### config.mk
export PLATFORM = sky130hd
export DESIGN_NAME = box_ctrl
export DESIGN_NICKNAME = d
export VERILOG_FILES = /design/src/rtl/box_pkg.sv /design/src/rtl/rr_arb2.sv /design/src/rtl/box_ctrl.sv
export SDC_FILE = /design/constraint.sdc
export NUM_CORES = 1
export LEC_CHECK = 0
export ABC_CLOCK_PERIOD_IN_PS = 4600
export CORE_MARGIN = 4
export CORE_UTILIZATION = 33
export DETAILED_ROUTE_END_ITERATION = 12
export SLEW_MARGIN = 5
export SYNTH_ARGS = -nofsm -noshare
export SYNTH_HDL_FRONTEND = slang
export SYNTH_SLANG_ARGS = --single-unit
### constraint.sdc
create_clock -name clk -period 4.6 [get_ports clk]
set_clock_uncertainty 0.05 [all_clocks]
set_input_delay 0.46 -clock clk [delete_from_list [all_inputs] [get_ports clk]]
set_output_delay 0.46 -clock clk [all_outputs]
set_load 0.01 [all_outputs]
### src/rtl/box_pkg.sv
// Shared geometry defaults, FSM state encoding and box field layout for the overlay box controller.
// Pure declarations: no latency or backpressure of its own.
package box_pkg;

  localparam int IMG_WIDTH_DEF  = 768;
  localparam int IMG_HEIGHT_DEF = 576;
  localparam int COORD_W        = 10;

  localparam int BOX_X_LSB = 30;
  localparam int BOX_Y_LSB = 20;
  localparam int BOX_W_LSB = 10;
  localparam int BOX_H_LSB = 0;

  typedef enum logic [1:0] {
    ST_IDLE    = 2'd0,
    ST_PENDING = 2'd1,
    ST_ACTIVE  = 2'd2
  } state_t;

  typedef struct packed {
    logic [COORD_W-1:0] x;
    logic [COORD_W-1:0] y;
    logic [COORD_W-1:0] w;
    logic [COORD_W-1:0] h;
  } box_t;

  function automatic box_t unpack_box(input logic [4*COORD_W-1:0] raw);
    box_t b;
    b.x = raw[BOX_X_LSB +: COORD_W];
    b.y = raw[BOX_Y_LSB +: COORD_W];
    b.w = raw[BOX_W_LSB +: COORD_W];
    b.h = raw[BOX_H_LSB +: COORD_W];
    return b;
  endfunction

  function automatic logic [COORD_W-1:0] clamp_coord(input logic [COORD_W-1:0] v,
                                                     input logic [COORD_W-1:0] max_v);
    return (v > max_v) ? max_v : v;
  endfunction

endpackage

### src/rtl/rr_arb2.sv
// Two-way round-robin arbiter; grants are combinational from requests and the priority bit.
// Latency 0; a losing requester simply stays unserved until it wins a later cycle.
module rr_arb2 (
  input  logic clk,
  input  logic reset,
  input  logic req_a,
  input  logic req_b,
  output logic gnt_a,
  output logic gnt_b
);

  logic prio_b;  // 0: requester a wins a tie

  assign gnt_a = req_a && (!prio_b || !req_b);
  assign gnt_b = req_b && ( prio_b || !req_a);

  always_ff @(posedge clk or posedge reset) begin
    if (reset) begin
      prio_b <= 1'b0;
    end else if (gnt_a || gnt_b) begin
      prio_b <= gnt_a;
    end
  end

endmodule

### src/rtl/box_ctrl.sv
// Overlay box controller: raster counters, det/host arbitration, shadow box committed at frame boundaries.
// Requests are accepted in 0 cycles whenever granted; box_* update only on the frame_start edge.
module box_ctrl
  import box_pkg::*;
#(
  parameter int IMG_WIDTH   = IMG_WIDTH_DEF,
  parameter int IMG_HEIGHT  = IMG_HEIGHT_DEF,
  parameter int HOLD_FRAMES = 30
) (
  input  logic        clk,
  input  logic        reset,
  input  logic        pix_en,
  input  logic        det_valid,
  output logic        det_ready,
  input  logic [39:0] det_box,
  input  logic        host_valid,
  output logic        host_ready,
  input  logic [39:0] host_box,
  output logic [9:0]  box_x,
  output logic [9:0]  box_y,
  output logic [9:0]  box_w,
  output logic [9:0]  box_h,
  output logic        box_en,
  output logic        frame_start,
  output logic [9:0]  x_cnt,
  output logic [9:0]  y_cnt
);

  localparam int HOLD_W = $clog2(HOLD_FRAMES + 1);
  localparam logic [9:0] X_LAST = 10'(IMG_WIDTH - 1);
  localparam logic [9:0] Y_LAST = 10'(IMG_HEIGHT - 1);
  localparam logic [HOLD_W-1:0] HOLD_LAST = HOLD_W'(HOLD_FRAMES - 1);

  state_t            state;
  box_t              shadow;
  box_t              req_box;
  logic              grant;
  logic              shadow_clear;
  logic              hold_expire;
  logic [HOLD_W-1:0] hold_cnt;

  rr_arb2 u_arb (
    .clk   (clk),
    .reset (reset),
    .req_a (det_valid),
    .req_b (host_valid),
    .gnt_a (det_ready),
    .gnt_b (host_ready)
  );

  assign grant        = det_ready || host_ready;
  assign req_box      = unpack_box(det_ready ? det_box : host_box);
  assign frame_start  = pix_en && (x_cnt == '0) && (y_cnt == '0);
  assign shadow_clear = (shadow.w == '0) || (shadow.h == '0);
  assign hold_expire  = frame_start && (hold_cnt == HOLD_LAST);

  always_ff @(posedge clk or posedge reset) begin
    if (reset) begin
      x_cnt <= '0;
      y_cnt <= '0;
    end else if (pix_en) begin
      if (x_cnt == X_LAST) begin
        x_cnt <= '0;
        y_cnt <= (y_cnt == Y_LAST) ? '0 : y_cnt + 10'd1;
      end else begin
        x_cnt <= x_cnt + 10'd1;
      end
    end
  end

  // Only x/y are clamped; a zero w or h must survive so it can act as a clear.
  always_ff @(posedge clk or posedge reset) begin
    if (reset) begin
      shadow <= '0;
    end else if (grant) begin
      shadow.x <= clamp_coord(req_box.x, X_LAST);
      shadow.y <= clamp_coord(req_box.y, Y_LAST);
      shadow.w <= req_box.w;
      shadow.h <= req_box.h;
    end
  end

  always_ff @(posedge clk or posedge reset) begin
    if (reset) begin
      state    <= ST_IDLE;
      box_x    <= '0;
      box_y    <= '0;
      box_w    <= '0;
      box_h    <= '0;
      box_en   <= 1'b0;
      hold_cnt <= '0;
    end else begin
      case (state)
        ST_IDLE: begin
          if (grant) state <= ST_PENDING;
        end
        ST_PENDING: begin
          if (frame_start) begin
            box_x    <= shadow.x;
            box_y    <= shadow.y;
            box_w    <= shadow.w;
            box_h    <= shadow.h;
            box_en   <= !shadow_clear;
            hold_cnt <= '0;
            // A grant landing on the commit edge is the next frame's box.
            if (grant)             state <= ST_PENDING;
            else if (shadow_clear) state <= ST_IDLE;
            else                   state <= ST_ACTIVE;
          end
        end
        ST_ACTIVE: begin
          if (hold_expire) begin
            box_en   <= 1'b0;
            hold_cnt <= '0;
          end else if (frame_start) begin
            hold_cnt <= hold_cnt + 1'b1;
          end
          if (grant)            state <= ST_PENDING;
          else if (hold_expire) state <= ST_IDLE;
        end
        default: state <= ST_IDLE;
      endcase
    end
  end

endmodule

---- After elaboration in Yosys (flattened, before gate mapping) ----
Index checks and enable logic that the tools add are counted.
W data, S select, Z words.
storage, ports and cells
  flip-flop bits (word level) ............. 109
  bits of input ports ..................... 85
  output and inout bits ................... 64
  word-level logic and storage cells ...... 72
operators by class
  add/subtract/negate cells ............... 3
  order comparisons ....................... 2
  eq/ne operators ......................... 10
  muxes and demuxes ....................... 19
  reductions and logical operators ........ 24
operators by type and width
  cell                     count
  $logic_not A10 Y1        4
  $mux W10                 4
  $mux W40                 1
  $add A10 B1 Y10 const B  2
  $eq A10 B10 Y1 const B   2
  $gt A10 B10 Y1 const B   2
  $mux W5                  3
  $mux W2                  6
  $pmux W5 S2              1
  $reduce_and A3 Y1        3
  $ne A2 B2 Y1 const B     3
  $ne A3 B3 Y1 const B     2
  $pmux W2 S3              1
  $add A5 B1 Y5 const B    1
  $eq A5 B5 Y1 const B     1
  $logic_and A1 B1 Y1      5
  $logic_not A1 Y1         4
  $logic_or A1 B1 Y1       4
  $reduce_and A2 Y1        2
  $eq A2 B1 Y1 const B     1
  $eq A2 B2 Y1 const B     1
  $logic_not A2 Y1         1
  $mux W1                  2
  $pmux W1 S2              1
  $reduce_bool A2 Y1       1

---- Depth between registers and ports, before layout ----
Gate-level depths: netlist of run 1.
  depth in word-level cells ............... 7
  depth in mapped cells ................... 7
  gate-level depth less buffers ........... 6

---- Cells and area by module ----
A second synthesis of run 1 with hierarchy kept.
second synthesis, totals
  cells, all modules ...................... 469
  area total of the unflattened synthesis .. 5435.2 sq um
by module, submodules not included
  module    instances  cells each  area each (sq um)  sequential area each (sq um)
  box_ctrl  1          462         5377.7             2702.6
  rr_arb2   1          7           57.6               25.0

---- Worst setup path before layout of run 1 ----
Ideal clock, no wire load.
  path kind ............................... register to register
  start ................................... register x_cnt[2]
  end ..................................... register box_h[8]
  setup time .............................. 0.125 ns
  arrival ................................. 2.094 ns
  required time ........................... 4.425 ns
  path slack .............................. 2.331 ns
  stages on the path, launching flop included .. 7
  path buffers ............................ 2
  clock period less this slack ............ 2.269 ns
  path through ............................ dfrtp_1 or4_4 or2_1 buf_2 nor3_4 buf_6 mux2_2
between the ends
  word-level cells in the longest chain between the ends .. 4
ends and longest elaborated chain
  item                                line             text
  start, declared                     box_ctrl.sv:25   output logic [9:0] x_cnt,
  start signal, assigned              box_ctrl.sv:66   x_cnt <= x_cnt + 10'd1;
  $logic_not A10 Y1                   box_ctrl.sv:53   assign frame_start = pix_en && (x_cnt == '0) && (y_cnt == '0);
  $logic_and A1 B1 Y1 (2 in a row)    box_ctrl.sv:53
  $reduce_and A2 Y1 (no source line)  -
  end signal, assigned                box_ctrl.sv:102  box_h <= shadow.h;
  end, declared                       box_ctrl.sv:22   output logic [9:0] box_h,
Every way passes these cells.
A chain may end at the register's enable or synchronous reset.

---- Final worst setup path of run 1 ----
  start ................................... input host_valid
  end ..................................... output host_ready
between the ends
  word-level cells in the longest chain between the ends .. 1
ends and longest elaborated chain
  item                 line            text
  start, declared      box_ctrl.sv:16  input logic host_valid,
  $logic_and A1 B1 Y1  rr_arb2.sv:15   assign gnt_b = req_b && ( prio_b || !req_a);
  end, declared        box_ctrl.sv:17  output logic host_ready,
Every way passes these cells.

==> flow_summary.html, run 1 <==
<table>
<tr><th>Metric</th><th>Value</th></tr>
<tr><th colspan="2">Yosys</th></tr>
<tr><td>Top-count cell post-synth</td><td>sky130_fd_sc_hd__dfrtp_1</td></tr>
<tr><td>Post-synth top cells</td><td>sky130_fd_sc_hd__dfrtp_1 (109), sky130_fd_sc_hd__nor2_1 (51), sky130_fd_sc_hd__mux2_2 (36), sky130_fd_sc_hd__inv_1 (35), sky130_fd_sc_hd__o22ai_1 (28)</td></tr>
<tr><td>Main flop type after synthesis</td><td>sky130_fd_sc_hd__dfrtp_1</td></tr>
<tr><td>Count of mapped cells out of synthesis</td><td>about 490</td></tr>
<tr><td>Multiplexer share of the synthesized area</td><td>0.1008</td></tr>
<tr><td>Adder and majority cell fraction of the synthesized area</td><td>0.01450</td></tr>
<tr><td>Post-synth EDFFs</td><td>0</td></tr>
<tr><td>Complex-gate fraction of the synthesized area</td><td>0.1576</td></tr>
<tr><td>Synthesis-stage register bit count</td><td>109</td></tr>
<tr><td>Largest cells by area after synthesis</td><td>sky130_fd_sc_hd__dfrtp_1 (53%), sky130_fd_sc_hd__mux2_2 (7.8%), sky130_fd_sc_hd__nor2_1 (3.7%)</td></tr>
<tr><td>Share of the synthesized area in the top cell type</td><td>0.5268</td></tr>
<tr><td>Count of cell types in the netlist</td><td>49</td></tr>
<tr><td>Largest family of logic cells by synthesized area</td><td>compound AO/OA/AOI/OAI gates</td></tr>
<tr><td>Parity-gate share of the synthesized area counting xor and xnor cells</td><td>0.01692</td></tr>
<tr><td>Combined area of all synthesized cells</td><td>0.005177 mm2</td></tr>
<tr><td>Count of yosys warnings during synthesis</td><td>0</td></tr>
<tr><td>Cell type with the largest total area after synthesis</td><td>sky130_fd_sc_hd__dfrtp_1</td></tr>
<tr><td>Average instance area after synthesis</td><td>10.50 um2</td></tr>
<tr><td>Synthesized netlist net count</td><td>584</td></tr>
<tr><td>Simple-Gate Fraction of Synth Area</td><td>0.1307</td></tr>
<tr><td>Part of the Yosys area used for sequential elements</td><td>0.5268</td></tr>
<tr><td>Share of async-settable or async-resettable flops after synthesis</td><td>1.000</td></tr>
<tr><th colspan="2">Setup path</th></tr>
<tr><td>Crit-path cells</td><td>clkdlybuf4s50_1 &gt; buf_4 &gt; nand2_1 &gt; inv_1 &gt; clkdlybuf4s50_1</td></tr>
<tr><td>Worst setup path category</td><td>in2out</td></tr>
<tr><td>Critical path data arrival time</td><td>~2700 ps</td></tr>
<tr><td>Critical path capture point type</td><td>output port</td></tr>
<tr><td>Slowest stage delay, CP</td><td>between 500 and 600 ps</td></tr>
<tr><td>Largest driver fanout on the critical path</td><td>25</td></tr>
<tr><td>Buf+Inv Stages, Crit Path</td><td>4</td></tr>
<tr><td>Data required time at the worst endpoint</td><td>4090 ps</td></tr>
<tr><td>Startpoint types</td><td>input pin</td></tr>
<tr><td>Family with the most delay on the worst path</td><td>buffers and inverters</td></tr>
<tr><td>Worst-path cell with the longest stage delay</td><td>sky130_fd_sc_hd__clkdlybuf4s50_1</td></tr>
<tr><td>Most used cell, CP</td><td>sky130_fd_sc_hd__clkdlybuf4s50_1</td></tr>
<tr><th colspan="2">Clocking</th></tr>
<tr><td>H-tree depth</td><td>3</td></tr>
<tr><td>Clock Tree Buf Depth</td><td>2</td></tr>
<tr><td>Count of clock tree sinks</td><td>between 100 and 150</td></tr>
<tr><td>Worst-Skew Late Latency</td><td>350 ps</td></tr>
<tr><td>Clock transition time at the flip-flop clock pins of the worst setup and hold paths</td><td>70 ps</td></tr>
<tr><td>Number of buffers inserted during clock tree synthesis</td><td>9</td></tr>
<tr><td>Post-CTS setup buffer count</td><td>0</td></tr>
<tr><td>Cell at the root of the clock tree</td><td>sky130_fd_sc_hd__clkbuf_16</td></tr>
<tr><td>PostCTS Resize Cnt</td><td>0</td></tr>
<tr><td>Hold buffer count at cts</td><td>0</td></tr>
<tr><td>CTS tree</td><td>built</td></tr>
<tr><th colspan="2">Power</th></tr>
<tr><td>Peak supply drop</td><td>0.2007 mV</td></tr>
<tr><td>Leak Pwr</td><td>0.003043 uW</td></tr>
<tr><td>Total power consumption of the routed design</td><td>2266 uW</td></tr>
<tr><td>Total power per unit cell area</td><td>317.7 mW/mm2</td></tr>
<tr><th colspan="2">Route</th></tr>
<tr><td>Routed vias</td><td>4316</td></tr>
<tr><td>Average via count per standard cell</td><td>5.096</td></tr>
<tr><td>Mean routed wirelength per cell</td><td>about 16 um</td></tr>
<tr><td>Detailed router's first-iteration violation count</td><td>~270</td></tr>
<tr><td>TritonRoute pass-1 iters</td><td>4</td></tr>
<tr><td>Number of design rule violations left after detail routing</td><td>0</td></tr>
<tr><td>Total routed wirelength</td><td>13.85 mm</td></tr>
<tr><td>Final antenna-violating net count</td><td>0</td></tr>
<tr><th colspan="2">STA</th></tr>
<tr><td>Time the final worst path needs with I/O delays and setup</td><td>3228 ps</td></tr>
<tr><td>Fin. Hold Viols</td><td>0</td></tr>
<tr><td>Endpoints failing setup</td><td>0</td></tr>
<tr><td>Share of the clock period used by the worst path after layout</td><td>0.7018</td></tr>
<tr><td>Maximum frequency from static timing analysis</td><td>309.7 MHz</td></tr>
<tr><td>Setup tns final</td><td>0 ps</td></tr>
<tr><td>Worst rel slew slack</td><td>0.3219</td></tr>
<tr><td>Transition at the pin with the smallest max-transition slack</td><td>1017 ps</td></tr>
<tr><td>Final max-slew violation count</td><td>0</td></tr>
<tr><td>Unrepaired setup endpoints after global routing</td><td>no</td></tr>
<tr><th colspan="2">Die</th></tr>
<tr><td>Starting density of the core</td><td>0.3393</td></tr>
<tr><td>Horiz. Die Dim</td><td>133.3 um</td></tr>
<tr><td>Core region area</td><td>0.01526 mm2</td></tr>
<tr><td>IO Pins</td><td>149</td></tr>
<tr><td>Placement Rows</td><td>45</td></tr>
<tr><td>Die height</td><td>133.3 um</td></tr>
<tr><td>Area of the die</td><td>between 0.015 and 0.02 mm2</td></tr>
<tr><th colspan="2">Layout</th></tr>
<tr><td>Post-route standard cell area excluding fillers</td><td>0.007133 mm2</td></tr>
<tr><td>Total of fill cells in the finished design</td><td>1439</td></tr>
<tr><td>Ratio of cells with drive above 1 in the final layout</td><td>0.1195</td></tr>
<tr><td>Fin nets</td><td>722</td></tr>
<tr><td>Synthesis-to-layout area growth</td><td>37.77%</td></tr>
<tr><td>Number of diodes</td><td>0</td></tr>
<tr><th colspan="2">Place</th></tr>
<tr><td>Weighted congestion reported at the end of routability-driven placement</td><td>0.7919</td></tr>
<tr><td>Port Buffer Count</td><td>148</td></tr>
<tr><td>Placed wire-length estimate</td><td>9.927 mm</td></tr>
<tr><td>Cell Area, Placed</td><td>0.006839 mm2</td></tr>
<tr><th colspan="2">GRT</th></tr>
<tr><td>Total global-route track usage</td><td>0.1593</td></tr>
<tr><td>Grt ovf</td><td>0</td></tr>
<tr><td>Via count of the first global-routing pass</td><td>4489</td></tr>
<tr><td>Number of antenna violations at the first check in global routing</td><td>0</td></tr>
<tr><td>First-pass GRT wire length</td><td>between 20 and 25 mm</td></tr>
<tr><td>Largest net degree at the start of global routing</td><td>84</td></tr>
<tr><th colspan="2">Run status</th></tr>
<tr><td>Run status</td><td>complete, no violations</td></tr>
<tr><th colspan="2">Job</th></tr>
<tr><td>Max-cap violation count</td><td>0</td></tr>
<tr><th colspan="2">Min path</th></tr>
<tr><td>Min-Delay Path Class</td><td>in2reg</td></tr>
</table>
metrics by stage:
step	utilization	hold slack [ps]	instances	worst slack [ps]
2_1_floorplan	-	392.9	493	1216
3_3_place_gp	0.4482	403.8	831	1402
3_5_place_dp	0.4482	419.8	831	1351
4_1_cts	0.4675	292.2	847	1340
5_1_grt	0.4675	333.9	847	1213
6_report	0.4675	313.6	847	1372
cell type report:
class,instances,area [um2],share of cell area
Timing Repair Buffer,156,1536,0.2154
Clock buffer,12,246.5,0.03456
Tap cell,211,264.0,0.03701
Clock inverter,4,47.55,0.006665
Sequential cell,109,2728,0.3824
Multi-Input combinational cell,320,2177,0.3052
Inverter,35,133.9,0.01877
placed cells by master, fill, tap and decap left out, drive strengths merged, types with 10 or more instances in the layout:
master and n:
a21oi 26, a31oi 21, clkbuf 12, clkdlybuf4s50 147, dfrtp 109, inv 35, mux2 41, nand2 20
nand3 12, nand4 10, nor2 51, o21ai 12, o22ai 28
power by group:
| group | total, uW | internal [uW] | switching (uW) |
|---|---|---|---|
| clock | 776 | 436 | 341 |
| combinational | 375 | 203 | 173 |
| sequential | 1110 | 1030 | 81.3 |
| total | 2270 | 1670 | 595 |
kinds of logic (layout without fill, tap and decap cells):
| family | Yosys count | after routing |
|---|---|---|
| XOR/XNOR | 10 | 10 |
| multiplexers | 47 | 47 |
| flip-flops | 109 | 109 |
| AND/OR/NAND/NOR | 133 | 133 |
| AO/OA/AOI/OAI | 124 | 124 |
| adder cells (fa/ha/maj) | 6 | 6 |
| buffers and inverters | 64 | 207 |
worst min-delay path, cell delays in order:
cell                       delay, ps
sky130_fd_sc_hd__buf_2            90
sky130_fd_sc_hd__nand2b_1         60
sky130_fd_sc_hd__o21ai_0          70
final timing paths:
| path | startpoint | end | slack (ps) | cells after the start |
|---|---|---|---|---|
| hold / removal | det_valid | u_arb.prio_b$_DFFE_PP0P_ | 310 | 3 |
| max in group asynchronous | reset | y_cnt[4]$_DFFE_PP0P_ | 2870 | 3 |
| setup / recovery | host_valid | host_ready | 1370 | 5 |
| setup reg to reg | y_cnt[0]$_DFFE_PP0P_ | box_w[4]$_DFFE_PP0P_ | 2020 | 7 |
| hold reg to reg | shadow[27]$_DFFE_PP0P_ | shadow[27]$_DFFE_PP0P_ | 430 | 2 |
| min in group asynchronous | reset | shadow[31]$_DFFE_PP0P_ | 640 | 2 |
state kept, by name, summed over array words and instances (netlist names):
register / flops
box_en: 1
box_h: 10
box_w: 10
box_x: 10
box_y: 10
hold_cnt: 5
shadow: 40
state: 2
u_arb.prio_b: 1
x_cnt: 10
y_cnt: 10
layer usage:
| metal | vias up | routed length, um | global-route usage |
|---|---|---|---|
| li1 | 2059 | - | - |
| met5 | - | 0 | 0 |
| met3 | 8 | 751 | 0.04947 |
| met1 | 2140 | 6164 | 0.2041 |
| met2 | 109 | 6824 | 0.2661 |
| met4 | 0 | 114 | 0.03600 |
Note: power is estimated with default switching activity, not from simulation.
==> run 2: changes to the inputs <==
Settings changed: ABC_CLOCK_PERIOD_IN_PS 4600 to 2780.
Clock period 4.6 ns to 2.78 ns, I/O delays scaled along.
==> run 2 against run 1 <==
Sequential power up 66%. Hold slack got worse by 150 ps. Power rose by 66%. Count of clock-buffer cells in the layout shrank 1. Combinational power up 67%. Via count down 1.1%. Largest power group unchanged. Cell count up 0.59%. Setup slack worse by 1200 ps. Non-clock buffer count grew 5. First-iteration DRC count shrank 15%. Highest routed layer unchanged. Clock power grew 68%.
==> flow_summary.html, run 2 (synthesized netlist as in run 1, its figures left out) <==
<table>
<tr><th>Metric</th><th>Value</th></tr>
<tr><th colspan="2">Job</th></tr>
<tr><td>Max-cap violation count</td><td>0 (unchanged)</td></tr>
<tr><th colspan="2">Setup path</th></tr>
<tr><td>Worst-path cell with the longest stage delay</td><td>sky130_fd_sc_hd__or4_4</td></tr>
<tr><td>Critical path capture point type</td><td>output port</td></tr>
<tr><td>Data required time at the worst endpoint</td><td>2450 ps (-1640 ps)</td></tr>
<tr><td>Reg-to-reg critical path endpoint</td><td>box_h[1]$_DFFE_PP0P_</td></tr>
<tr><td>Startpoint types</td><td>flip-flop</td></tr>
<tr><td>Termination of the worst setup path</td><td>frame_start</td></tr>
<tr><td>Largest driver fanout on the critical path</td><td>7 (-72%)</td></tr>
<tr><td>Reg2reg start</td><td>x_cnt[0]$_DFFE_PP0P_</td></tr>
<tr><td>Worst setup path category</td><td>reg2out</td></tr>
<tr><td>Family with the most delay on the worst path</td><td>simple AND/OR/NAND/NOR gates</td></tr>
<tr><td>Buf+Inv Stages, Crit Path</td><td>1 (-3)</td></tr>
<tr><td>Setup slack of the most critical reg-to-reg path</td><td>460 ps (-1560 ps)</td></tr>
<tr><td>Crit-path cells</td><td>or4_4 &gt; or2_4 &gt; nor2_1 &gt; clkdlybuf4s50_1</td></tr>
<tr><td>Critical path data arrival time</td><td>2320 ps (-400 ps)</td></tr>
<tr><td>Startpoint of the most critical setup path</td><td>x_cnt[3]$_DFFE_PP0P_</td></tr>
<tr><td>Cell count of the worst reg-to-reg path</td><td>7 (unchanged)</td></tr>
<tr><td>Levels on crit path</td><td>4 (-1)</td></tr>
<tr><td>Slowest stage delay, CP</td><td>570 ps (-20 ps)</td></tr>
<tr><th colspan="2">Route</th></tr>
<tr><td>Routed vias</td><td>4269 (-1.1%)</td></tr>
<tr><td>Average via count per standard cell</td><td>5.011 (-1.7%)</td></tr>
<tr><td>Number of design rule violations left after detail routing</td><td>0 (unchanged)</td></tr>
<tr><td>Final antenna-violating net count</td><td>0 (unchanged)</td></tr>
<tr><td>Detailed router's first-iteration violation count</td><td>229 (-15%)</td></tr>
<tr><td>Total routed wirelength</td><td>13.61 mm (-1.8%)</td></tr>
<tr><td>Mean routed wirelength per cell</td><td>15.97 um (-2.3%)</td></tr>
<tr><td>TritonRoute pass-1 iters</td><td>4 (unchanged)</td></tr>
<tr><th colspan="2">Power</th></tr>
<tr><td>Peak supply drop</td><td>0.5374 mV (+170%)</td></tr>
<tr><td>Leak Pwr</td><td>0.003073 uW (+0.97%)</td></tr>
<tr><td>Sequential fraction of design power</td><td>0.489 (-0.003)</td></tr>
<tr><td>Switch Pwr</td><td>987.2 uW (+66%)</td></tr>
<tr><td>Total power per unit cell area</td><td>521.8 mW/mm2 (+64%)</td></tr>
<tr><td>Clock power frac</td><td>0.345 (+0.002)</td></tr>
<tr><td>Total power consumption of the routed design</td><td>3764 uW (+66%)</td></tr>
<tr><td>Comb power frac</td><td>0.167 (about the same)</td></tr>
<tr><td>Internal power component</td><td>2776 uW (+66%)</td></tr>
<tr><td>Sw Share</td><td>0.2623 (about the same)</td></tr>
<tr><th colspan="2">Layout</th></tr>
<tr><td>Number of diodes</td><td>0 (unchanged)</td></tr>
<tr><td>Largest Register</td><td>shadow</td></tr>
<tr><td>Largest register FFs</td><td>40 (unchanged)</td></tr>
<tr><td>Fin nets</td><td>727 (+0.69%)</td></tr>
<tr><td>Ratio of cells with drive above 1 in the final layout</td><td>0.1310 (+0.01155)</td></tr>
<tr><td>Leading cell types in the layout, fill and taps excluded</td><td>sky130_fd_sc_hd__clkdlybuf4s50_1 (147), sky130_fd_sc_hd__dfrtp_1 (109), sky130_fd_sc_hd__nor2_1 (51)</td></tr>
<tr><td>Most common cell after layout, fill and taps aside</td><td>sky130_fd_sc_hd__clkdlybuf4s50_1</td></tr>
<tr><td>Synthesis-to-layout area growth</td><td>39.32%</td></tr>
<tr><th colspan="2">Clocking</th></tr>
<tr><td>Worst-Skew Late Latency</td><td>350 ps (about the same)</td></tr>
<tr><td>PostCTS Resize Cnt</td><td>0 (unchanged)</td></tr>
<tr><td>CTS tree</td><td>built</td></tr>
<tr><td>Clock Tree Buf Depth</td><td>2 (unchanged)</td></tr>
<tr><td>Post-CTS setup buffer count</td><td>0 (unchanged)</td></tr>
<tr><td>Cell at the root of the clock tree</td><td>sky130_fd_sc_hd__clkbuf_16</td></tr>
<tr><td>Clock transition time at the flip-flop clock pins of the worst setup and hold paths</td><td>70 ps (about the same)</td></tr>
<tr><td>Number of buffers inserted during clock tree synthesis</td><td>9 (unchanged)</td></tr>
<tr><td>Hold buffer count at cts</td><td>0 (unchanged)</td></tr>
<tr><td>Count of clock tree sinks</td><td>109 (unchanged)</td></tr>
<tr><td>H-tree depth</td><td>3 (unchanged)</td></tr>
<tr><th colspan="2">Place</th></tr>
<tr><td>Weighted congestion reported at the end of routability-driven placement</td><td>0.8161 (+3.1%)</td></tr>
<tr><td>Placed wire-length estimate</td><td>9.914 mm (-0.13%)</td></tr>
<tr><td>Port Buffer Count</td><td>148 (unchanged)</td></tr>
<tr><td>Pre-CTS setup slack</td><td>207.4 ps (-1144 ps)</td></tr>
<tr><th colspan="2">GRT</th></tr>
<tr><td>Grt ovf</td><td>0 (unchanged)</td></tr>
<tr><td>First-pass GRT wire length</td><td>22.25 mm (-2.9%)</td></tr>
<tr><td>Largest net degree at the start of global routing</td><td>74 (-12%)</td></tr>
<tr><td>Total global-route track usage</td><td>0.1542 (-0.005085)</td></tr>
<tr><td>Number of antenna violations at the first check in global routing</td><td>0 (unchanged)</td></tr>
<tr><td>Via count of the first global-routing pass</td><td>4396 (-2.1%)</td></tr>
<tr><th colspan="2">STA</th></tr>
<tr><td>Maximum frequency from static timing analysis</td><td>378.0 MHz</td></tr>
<tr><td>Share of the clock period used by the worst path after layout</td><td>0.9516</td></tr>
<tr><td>Worst rel slew slack</td><td>0.5571 (+0.2352)</td></tr>
<tr><td>Transition at the pin with the smallest max-transition slack</td><td>663.6 ps (-353.6 ps)</td></tr>
<tr><td>Unrepaired setup endpoints after global routing</td><td>no</td></tr>
<tr><td>Worst setup margin</td><td>134.5 ps (-1237 ps)</td></tr>
<tr><td>Endpoints failing setup</td><td>0 (unchanged)</td></tr>
<tr><td>Setup tns final</td><td>0 ps (unchanged)</td></tr>
<tr><td>Time the final worst path needs with I/O delays and setup</td><td>2646 ps</td></tr>
<tr><td>Final max-slew violation count</td><td>0 (unchanged)</td></tr>
<tr><td>Fin. Hold Viols</td><td>0 (unchanged)</td></tr>
<tr><th colspan="2">Run status</th></tr>
<tr><td>Run status</td><td>complete, no violations</td></tr>
<tr><th colspan="2">Min path</th></tr>
<tr><td>Min-Delay Path Class</td><td>in2reg</td></tr>
<tr><td>Worst Hold Path Cells</td><td>3 (unchanged)</td></tr>
<tr><th colspan="2">Die</th></tr>
<tr><td>Starting density of the core</td><td>0.3393 (unchanged)</td></tr>
<tr><td>Placement Rows</td><td>45 (unchanged)</td></tr>
<tr><td>Area of the die</td><td>0.01776 mm2 (unchanged)</td></tr>
<tr><td>Core region area</td><td>0.01526 mm2 (unchanged)</td></tr>
<tr><td>Die height</td><td>133.3 um (unchanged)</td></tr>
<tr><td>IO Pins</td><td>149 (unchanged)</td></tr>
<tr><td>Horiz. Die Dim</td><td>133.3 um (unchanged)</td></tr>
</table>
run 2: cell count changes in the layout (fill, tap and decap cells not counted):
cell,delta
sky130_fd_sc_hd__inv_6,+1
sky130_fd_sc_hd__clkinvlp_4,+2
sky130_fd_sc_hd__buf_4,+3
sky130_fd_sc_hd__or2_1,-1
sky130_fd_sc_hd__clkinv_2,-1
sky130_fd_sc_hd__buf_12,+2
sky130_fd_sc_hd__clkbuf_1,-1
sky130_fd_sc_hd__inv_4,-1
sky130_fd_sc_hd__nor4bb_2,+1
sky130_fd_sc_hd__or2_4,+1
sky130_fd_sc_hd__nor4bb_1,-1
run 2: layout make-up:
cell class                 instances  area, um2
clock inverter                     5      58.81
timing repair buffer             161       1599
tap                              211      264.0
clock buffer                      11      242.7
sequential                       109       2728
fill                            1396       8045
multi-input combinational        320       2186
inverter                          35      135.1
run 2: metrics by stage:
stage,utilization,std cells,instance area [um2],hold slack (ps)
global placement,0.4524,836,6903,404.2
global route,0.4727,852,7213,186.1
CTS,0.4722,852,7204,154.1
finish,0.4727,852,7213,163.6
detailed placement,0.4524,836,6903,423.0
floorplan,-,493,5181,380.0
run 2: worst min-delay path by stage:
stage | slack [ps] | start | to
after detailed placement | 420 | shadow[28]$_DFFE_PP0P_ | shadow[28]$_DFFE_PP0P_
after global routing | 190 | det_valid | u_arb.prio_b$_DFFE_PP0P_
final | 160 | det_valid | u_arb.prio_b$_DFFE_PP0P_
after global placement | 400 | shadow[28]$_DFFE_PP0P_ | shadow[28]$_DFFE_PP0P_
after floorplan | 380 | det_box[38] | shadow[38]$_DFFE_PP0P_
after CTS | 150 | det_valid | u_arb.prio_b$_DFFE_PP0P_
run 2: power groups by stage:
stage | combinational, uW | clock (uW) | sequential [uW]
floorplan | 304 | 0 | 1860
global placement | 619 | 0 | 1860
detailed placement | 631 | 0 | 1870
CTS | 636 | 1350 | 1840
global route | 701 | 1410 | 1860
finish | 627 | 1300 | 1840
run 2: tightest hold or removal path, delay by kind of cell:
| kind | cells | cell delay, ps |
|---|---|---|
| simple gates | 1 | 70 |
| buf+inv | 1 | 120 |
| compound gates | 1 | 70 |
run 2: metal layers:
layer | part of all wire | global-route usage | wire [um] | up-vias
met1 | 0.44 | 0.1952 | 6008 | 2076
met2 | 0.49 | 0.2573 | 6693 | 104
met4 | 0.013 | 0.04571 | 183 | 0
li1 | - | - | - | 2075
met5 | 0 | 0 | 0 | -
met3 | 0.053 | 0.04456 | 725 | 14
